[config.mk]
export PLATFORM = sky130hd
export DESIGN_NAME = gslcd_fetch_scheduler
export DESIGN_NICKNAME = d
export VERILOG_FILES = /design/src/rtl/gslcd_fetch_scheduler.sv
export SDC_FILE = /design/constraint.sdc
export NUM_CORES = 1
export LEC_CHECK = 0
export CAP_MARGIN = 40
export CORE_ASPECT_RATIO = 1.2
export CORE_UTILIZATION = 53
export CTS_CLUSTER_DIAMETER = 40
export CTS_CLUSTER_SIZE = 30
export DETAILED_ROUTE_END_ITERATION = 8
export GPL_ROUTABILITY_DRIVEN = 0
export PLACE_DENSITY = 0.91
export SLEW_MARGIN = 20
export SYNTH_ARGS = -nofsm -noshare
export SYNTH_HDL_FRONTEND = slang
export SYNTH_SLANG_ARGS = --single-unit
[constraint.sdc]
create_clock -name clk -period 5.35 [get_ports clk]
set_input_delay 0.535 -clock clk [delete_from_list [all_inputs] [get_ports clk]]
set_output_delay 0.535 -clock clk [all_outputs]
set_load 0.05 [all_outputs]
[src/rtl/gslcd_fetch_scheduler.sv]
// gslcd_fetch_scheduler
// Framebuffer fetch scheduler for the gslcd LCD path. Walks the framebuffer
// from a programmed base with fixed-length AXI read bursts on the AR channel.
// A burst is issued only when the pixel FIFO has credit for all of it, and
// the number of bursts still awaiting RLAST is capped.
// Optional feature macro: GSLCD_FETCH_DBUF_EN (double-buffered base with a
// swap request / acknowledge handshake applied at the start of a frame).
module gslcd_fetch_scheduler #(
  parameter int ADDR_WIDTH      = 32,
  parameter int BURST_LEN       = 16,
  parameter int FIFO_DEPTH      = 512,
  parameter int MAX_OUTSTANDING = 4,
  parameter int FRAME_BURSTS    = 1500
) (
  input  logic                  clk,
  input  logic                  reset,
  input  logic                  enable,
  input  logic [ADDR_WIDTH-1:0] fb_base,
  input  logic                  frame_start,
  input  logic                  fifo_pop,
  output logic                  fifo_flush,
  output logic [ADDR_WIDTH-1:0] m_araddr,
  output logic [7:0]            m_arlen,
  output logic                  m_arvalid,
  input  logic                  m_arready,
  input  logic                  r_last_done,
`ifdef GSLCD_FETCH_DBUF_EN
  output logic                  swap_ack,
  input  logic [ADDR_WIDTH-1:0] fb_base_next,
  input  logic                  swap_req,
`endif
  output logic                  busy
);

  localparam int CRED_W = $clog2(FIFO_DEPTH) + 1;
  localparam int OUT_W  = $clog2(MAX_OUTSTANDING + 1);
  localparam int BL_W   = $clog2(FRAME_BURSTS + 1);

  localparam logic [CRED_W-1:0]     CRED_FULL    = CRED_W'(FIFO_DEPTH);
  localparam logic [CRED_W-1:0]     CRED_BURST   = CRED_W'(BURST_LEN);
  localparam logic [CRED_W-1:0]     CRED_ZERO    = {CRED_W{1'b0}};
  localparam logic [OUT_W-1:0]      OUT_MAX      = OUT_W'(MAX_OUTSTANDING);
  localparam logic [OUT_W-1:0]      OUT_ZERO     = {OUT_W{1'b0}};
  localparam logic [BL_W-1:0]       BURSTS_FRAME = BL_W'(FRAME_BURSTS);
  localparam logic [BL_W-1:0]       BL_ZERO      = {BL_W{1'b0}};
  localparam logic [ADDR_WIDTH-1:0] ADDR_ZERO    = {ADDR_WIDTH{1'b0}};
  localparam logic [ADDR_WIDTH-1:0] ADDR_ONE     = {{(ADDR_WIDTH-1){1'b0}}, 1'b1};
  localparam logic [ADDR_WIDTH-1:0] ADDR_STEP    = ADDR_WIDTH'(BURST_LEN * 4);
  // Bursts are aligned to their own size so they never cross a 4 KB page.
  localparam logic [ADDR_WIDTH-1:0] ADDR_MASK    = ~(ADDR_STEP - ADDR_ONE);

  typedef enum logic [2:0] {
    ST_IDLE  = 3'd0,
    ST_DRAIN = 3'd1,
    ST_FLUSH = 3'd2,
    ST_ISSUE = 3'd3,
    ST_WAIT  = 3'd4
  } state_t;

  state_t                state_q, state_d;
  logic [CRED_W-1:0]     credits_q, credits_d;
  logic [OUT_W-1:0]      outstanding_q, outstanding_d;
  logic [BL_W-1:0]       bursts_left_q, bursts_left_d;
  logic [ADDR_WIDTH-1:0] addr_q, addr_d;
  logic                  en_q, en_d;
  logic                  restart_q, restart_d;
  logic                  arvalid_q, arvalid_d;
  logic                  flush_q, flush_d;
  logic                  busy_q, busy_d;

  logic                  ar_hs;
  logic                  pop_ok;
  logic                  rlast_ok;
  logic                  en_eff;
  logic [ADDR_WIDTH-1:0] base_sel;

`ifdef GSLCD_FETCH_DBUF_EN
  logic                  swap_pend_q, swap_pend_d;
  logic                  swap_ack_q, swap_ack_d;

  // The swap decision is taken on entry to FLUSH, so the flag is already
  // registered while the base is being loaded.
  assign base_sel = swap_ack_q ? fb_base_next : fb_base;
  assign swap_ack = swap_ack_q;
`else
  assign base_sel = fb_base;
`endif

  assign ar_hs      = arvalid_q & m_arready;
  assign en_eff     = frame_start ? enable : en_q;
  assign m_arlen    = 8'(BURST_LEN - 1);
  assign m_arvalid  = arvalid_q;
  assign m_araddr   = addr_q;
  assign fifo_flush = flush_q;
  assign busy       = busy_q;

  // Credit, outstanding, burst-count and address bookkeeping
  always_comb begin
    pop_ok        = fifo_pop & (credits_q != CRED_FULL);
    rlast_ok      = r_last_done & (outstanding_q != OUT_ZERO);
    outstanding_d = outstanding_q + OUT_W'(ar_hs) - OUT_W'(rlast_ok);
    if (state_q == ST_FLUSH) begin
      // New frame: FIFO is empty again, pops this cycle belong to the old frame.
      credits_d     = CRED_FULL;
      bursts_left_d = BURSTS_FRAME;
      addr_d        = base_sel & ADDR_MASK;
    end else begin
      credits_d     = credits_q + CRED_W'(pop_ok) - (ar_hs ? CRED_BURST : CRED_ZERO);
      bursts_left_d = bursts_left_q - BL_W'(ar_hs);
      addr_d        = ar_hs ? (addr_q + ADDR_STEP) : addr_q;
    end
  end

  // Next-state decision and next values of the registered outputs
  always_comb begin
    state_d   = state_q;
    restart_d = 1'b0;
    if (frame_start) begin
      en_d = enable;
    end else begin
      en_d = en_q;
    end

    case (state_q)
      ST_IDLE: begin
        if (frame_start) begin
          state_d = ST_DRAIN;
        end else begin
          state_d = ST_IDLE;
        end
      end
      ST_DRAIN: begin
        if (outstanding_q == OUT_ZERO) begin
          state_d = en_eff ? ST_FLUSH : ST_IDLE;
        end else begin
          state_d = ST_DRAIN;
        end
      end
      ST_FLUSH: begin
        state_d   = ST_ISSUE;
        restart_d = frame_start;
      end
      ST_ISSUE: begin
        // The request stays up until accepted; a new frame waits for that.
        if (ar_hs) begin
          state_d   = (restart_q | frame_start) ? ST_DRAIN : ST_WAIT;
          restart_d = 1'b0;
        end else begin
          state_d   = ST_ISSUE;
          restart_d = restart_q | frame_start;
        end
      end
      ST_WAIT: begin
        if (frame_start) begin
          state_d = ST_DRAIN;
        end else if (bursts_left_q == BL_ZERO) begin
          state_d = ST_IDLE;
        end else if ((credits_q >= CRED_BURST) && (outstanding_q < OUT_MAX)) begin
          state_d = ST_ISSUE;
        end else begin
          state_d = ST_WAIT;
        end
      end
      default: begin
        state_d = ST_IDLE;
      end
    endcase

    arvalid_d = (state_d == ST_ISSUE);
    flush_d   = (state_d == ST_FLUSH);
    busy_d    = (state_d != ST_IDLE);

`ifdef GSLCD_FETCH_DBUF_EN
    swap_ack_d  = flush_d & swap_pend_q;
    swap_pend_d = swap_req | (swap_pend_q & ~flush_d);
`endif
  end

  // State register, counters and registered outputs
  always_ff @(posedge clk) begin
    if (reset) begin
      state_q       <= ST_IDLE;
      credits_q     <= CRED_FULL;
      outstanding_q <= OUT_ZERO;
      bursts_left_q <= BL_ZERO;
      addr_q        <= ADDR_ZERO;
      en_q          <= 1'b0;
      restart_q     <= 1'b0;
      arvalid_q     <= 1'b0;
      flush_q       <= 1'b0;
      busy_q        <= 1'b0;
`ifdef GSLCD_FETCH_DBUF_EN
      swap_pend_q   <= 1'b0;
      swap_ack_q    <= 1'b0;
`endif
    end else begin
      state_q       <= state_d;
      credits_q     <= credits_d;
      outstanding_q <= outstanding_d;
      bursts_left_q <= bursts_left_d;
      addr_q        <= addr_d;
      en_q          <= en_d;
      restart_q     <= restart_d;
      arvalid_q     <= arvalid_d;
      flush_q       <= flush_d;
      busy_q        <= busy_d;
`ifdef GSLCD_FETCH_DBUF_EN
      swap_pend_q   <= swap_pend_d;
      swap_ack_q    <= swap_ack_d;
`endif
    end
  end

endmodule

# ---- Yosys cells after proc, flatten, opt, wreduce, memory -nomap -nowiden
# Cells that the tools add are included.
dict set report totals {
  reg_bits 64
  input_bits 39
  output_inout_bits 43
  word_cells 55
}
dict set report op_classes {
  addsub 6
  magnitude_cmp 2
  eq_ne 7
  mux 16
  bitwise 4
  reduce_logical 8
}
# cell n
set ops {}
lappend ops {{$mux W32} 2}
lappend ops {{$add A32 B7 Y32 const B} 1}
lappend ops {{$mux W3} 5}
lappend ops {{$pmux W3 S5} 1}
lappend ops {{$eq A3 B2 Y1 const B} 4}
lappend ops {{$logic_not A11 Y1} 1}
lappend ops {{$mux W11} 1}
lappend ops {{$sub A11 B1 Y11} 1}
lappend ops {{$add A10 B1 Y10} 1}
lappend ops {{$ge A10 B5 Y1 const B} 1}
lappend ops {{$ne A10 B10 Y1 const B} 1}
lappend ops {{$sub A10 B5 Y10} 1}
lappend ops {{$logic_not A3 Y1} 2}
lappend ops {{$reduce_bool A3 Y1} 2}
lappend ops {{$mux W5} 1}
lappend ops {{$mux W2} 2}
lappend ops {{$add A3 B1 Y3} 1}
lappend ops {{$and A1 B1 Y1} 3}
lappend ops {{$eq A3 B1 Y1 const B} 1}
lappend ops {{$eq A3 B3 Y1 const B} 1}
lappend ops {{$lt A3 B3 Y1 const B} 1}
lappend ops {{$mux W1} 3}
lappend ops {{$sub A3 B1 Y3} 1}
lappend ops {{$pmux W1 S2} 1}
lappend ops {{4 further kinds} 4}

# ---- Logic depth before layout (Yosys ltp)
dict set report depth {
  ltp_word 7
  mapped_depth 13
  depth_no_buf 13
}

# ---- Least setup slack after synthesis
# Ideal clock, no wire load.
dict set report synth_timing {
  kind {reg2reg}
  startpoint {reg arvalid_q, in the netlist m_arvalid}
  endpoint {reg credits_q[8]}
  setup_time_ns 0.120
  arrival_ns 2.085
  t_required_ns 5.230
  setup_slack_ns 3.145
  path_stages_with_launch 8
  n_path_buf 0
  synth_period_minus_slack_ns 2.205
  cell_sequence {dfxtp_1 -> nand2_1 -> ha_1 -> ha_1 -> o21a_1 -> a21boi_0 -> o21ai_0 -> nor3b_1}
}
dict set report synth_between {
  elab_chain_cells 3
}
# element line
set synth_rtl {}
lappend synth_rtl {{start: declaration} 67} ;# logic arvalid_q, arvalid_d;
lappend synth_rtl {{start signal: assignment} 204} ;# arvalid_q <= arvalid_d;
lappend synth_rtl {{$and A1 B1 Y1} 89} ;# assign ar_hs = arvalid_q & m_arready;
lappend synth_rtl {{$mux W5} 108} ;# credits_d = credits_q + CRED_W'(pop_ok) - (ar_hs ? CRED_BURST : CRED_ZERO);
lappend synth_rtl {{$sub A10 B5 Y10} 108}
lappend synth_rtl {{end signal: assignment} 198} ;# credits_q <= credits_d;
lappend synth_rtl {{end: declaration} 61} ;# logic [CRED_W-1:0] credits_q, credits_d;
# Every way passes these cells.
# A chain may end at the register's enable or synchronous reset.

# ---- Final worst setup path
dict set report layout_timing {
  startpoint {reg credits_q[6]}
  endpoint {reg credits_q[9]}
}
dict set report layout_between {
  elab_chain_cells 4
}
# element line
set layout_rtl {}
lappend layout_rtl {{$ne A10 B10 Y1} 99} ;# pop_ok = fifo_pop & (credits_q != CRED_FULL);
lappend layout_rtl {{$and A1 B1 Y1} 99}
lappend layout_rtl {{$add A10 B1 Y10 *} 108}
lappend layout_rtl {{$sub A10 B5 Y10 *} 108}
# Every way passes the cells marked *; elsewhere a longest branch is shown, timed or not.

==> key figures <==
Flow run
  • Max cap viols: 0

Synth
  • YS warnings: 0
  • Number of synthesized flops with an enable pin: 0
  • Synth area leader: dfxtp_1
  • Post-Synth Adder-Cell Area: around a tenth
  • Synth Area in XOR/XNOR: roughly a tenth
  • Register area share after synthesis: 35.4%
  • Simple-gate share of the synthesized area: 21.9%
  • Synth cell types: 55
  • Area contributors post-synth: dfxtp_1 35%, ha_1 8.8%, nor2_1 5.8%
  • Ys flop type: dfxtp_1
  • Post-Synthesis Cells: ~380
  • Main combinational cell family by area after synthesis: simple AND/OR/NAND/NOR gates
  • Cell Area, Synth: ~3300 um2
  • Fraction of registers with async set/reset: 0%
  • Yosys reg bits: 58
  • Synth Area in Compound Gates: 14.5%
  • Mean Syn Cell Area: approximately 8.7 um2
  • Mux contribution to synthesized area: less than 1%
  • Synth top area share: approximately 35%

Timing
  • Unrepaired setup endpoints after global routing: no
  • Final hold vios: 0
  • Post-route clock period utilization: about 46%
  • Setup TNS: 0 ps
  • Min Tclk post-route: 2470 ps
  • Fmax: ~400 MHz
  • Slew Viols, Final: 0
  • Final setup skew: a little under 8 ps
  • Max_slew headroom: a little over half
  • Endpoints failing setup: 0
  • Worst slew pin tran: roughly 690 ps
  • PnR worst setup slack: 2880 ps

Floorplanning
  • I/O pin count: ~80
  • CORE AREA: between 6000 and 7000 um2
  • Die H: slightly below 90 um
  • Starting Density: approximately 55%
  • Chip width: roughly 74 um
  • Die ar.: roughly 6500 um2
  • Core Rows: 31

Min path
  • HP Class: reg2reg

Route
  • DR vias/cell: 5.59
  • Vias: between 2000 and 3000
  • Routed wire length: about 7700 um
  • Post-DRT Antenna Nets: 0
  • Detailed Route Iter0 Violations: roughly 160
  • Drt pass-1 iters: 4
  • Wire length per cell: 14.7 um
  • Drc violations: 0

Placement
  • DP Worst Slack: 2630 ps
  • IO Port Bufs: approximately 60
  • DP HPWL: between 5000 and 6000 um

Power
  • Pwr Total: approximately 1.7 mW
  • Power per cell area: 425 nW/um2
  • VDD IR-drop max: between 0.2 and 0.25 mV
  • Leakage: between 1.5 and 2 nW

Critical path
  • WS Path Type: reg2reg
  • Worst-path cell chain: inv_1, ha_1, nand2_1, nor3_1, a31oi_1, ha_1, a211oi_1, o2111ai_1, a31oi_1, xnor2_1, nand2_1
  • Crit-path max FO: 4
  • Crit path required time: approximately 5600 ps
  • Worst path top cell family by delay: compound AO/OA/AOI/OAI gates
  • Buf+Inv Stages, Crit Path: 1
  • Startpoint types: flop
  • Crit path DAT: about 2700 ps
  • Slowest stage delay, CP: about 560 ps
  • Slowest CP cell: a211oi_1
  • CP Capture Type: flop

Clock tree
  • Clock Path Buffers: 2
  • # resized after CTS: 0
  • Total CTS buffers: 9
  • CTS root buffer: clkbuf_8
  • Clock Sink Count: 58
  • H-tree Lvls: 3
  • Hold Buf Count CTS: 0
  • Clock transition at the registers of the reported paths: around 60 ps
  • Clock Latency Late Sink: ~340 ps
  • # Post-CTS Setup Buffers: 0
  • CTS tree: done

Layout
  • Fill count: around 460
  • Layout cells sized above 1: under 10%
  • Layout area overhead: 24.9%
  • # nets final: ~500
  • Antenna cells: 0

Global route
  • Antenna violations before repair: 0
  • First-pass GRT wire length: roughly 12000 um
  • GRT overflow: 0
  • Vias in the first global route: about 2700
  • Overall Global Routing Usage: about 24%
  • Largest net degree at the start of global routing: 42

Outcome
  • Run status: finished, final reports clean
[tightest hold or removal path, stage by stage, from the launching register on]
cell and delay [ps]:
dfxtp_1 320, o41ai_1 60, a21oi_1 60
[stage by stage]
stage,util [%],hold WS (ps),cell area (um2),std cells
6_report,68.1,490,4090,523
5_1_grt,68.1,514,4090,523
4_1_cts,68.1,488,4090,523
3_5_place_dp,64.4,477,3870,507
3_3_place_gp,64.0,467,3850,506
2_1_floorplan,-,451,3320,390
[layout by cell type (no fill, tap or decap), drive strengths merged, types with 2 or more instances in the layout]
cell type,instances
clkdlybuf4s50,61
dfxtp,58
nor2,51
inv,23
ha,23
a211oi,19
nand2,18
xnor2,18
xor2,17
clkbuf,16
a21oi,14
conb,14
nand3,11
nor3,11
o21ai,10
or3,9
nand4,8
a31oi,7
a311oi,7
and3,5
nor2b,4
nor4,4
and4,3
o21bai,2
nor3b,2
o2111ai,2
and2,2
nand2b,2
buf,2
[path summary, 6_finish.rpt]
path              slack [ps]        startpoint          endpoint  cells past startpoint
hold / removal           490  bursts_left_q[5]  bursts_left_q[5]                      2
hold reg to reg          490  bursts_left_q[5]  bursts_left_q[5]                      2
setup / recovery        2880      credits_q[6]      credits_q[9]                     11
setup reg to reg        2880      credits_q[6]      credits_q[9]                     11
[where the power goes]
group          switching, mW  internal [mW]  total (mW)
registers             0.0711          0.509       0.580
logic                  0.420          0.317       0.737
clock network          0.166          0.257       0.423
[cells in the mapped netlist, types with 2 or more instances]
master and n:
dfxtp_1 58, nor2_1 51, ha_1 23, inv_1 23, a211oi_1 19, nand2_1 18
xnor2_1 18, xor2_1 17, a21oi_1 14, buf_4 14, nand3_1 11, nor3_1 10
o21ai_0 10, a311oi_1 7, a31oi_1 7, clkbuf_1 7, nand4_1 7, or3_1 7
and3_1 5, clkbuf_8 4, nor2b_1 4, nor4_1 3, and2_1 2, and4_1 2
buf_1 2, conb_1 2, nand2b_1 2, nor3b_1 2, o2111ai_1 2, o21bai_1 2
[flip-flops by register name, summed over array words and instances, names as in the netlist]
name	cells
credits_q	10
m_arvalid	1
state_q	3
fifo_flush	1
outstanding_q	3
m_araddr	26
bursts_left_q	11
busy	1
en_q	1
restart_q	1
[cells by family (layout without fill, tap and decap cells)]
family	Yosys count	in the layout
buf+inv	52	103
xor+xnor	35	35
compound gates	70	70
mux	1	1
flops	58	58
simple gates	136	136
other cells	2	14
fa+ha+maj	24	24
[cell type report]
| class | count | area [um2] | share of cell area, % |
|---|---|---|---|
| well taps | 82 | 103 | 2.51 |
| repair buffers | 63 | 646 | 15.8 |
| flip-flops and latches | 58 | 1160 | 28.4 |
| clock buffers | 16 | 220 | 5.38 |
| inverters | 24 | 90.1 | 2.20 |
| multi-input cells | 280 | 1870 | 45.8 |
[per-layer routing]
layer | GRT usage [%] | vias up | part of all wire (%)
met5 | 0 | - | 0
met1 | 25.7 | 1387 | 40
met4 | 11.9 | 0 | 2.1
li1 | - | 1423 | -
met3 | 6.33 | 17 | 5.3
met2 | 43.5 | 96 | 53
Note: power is estimated with default switching activity, not from simulation.
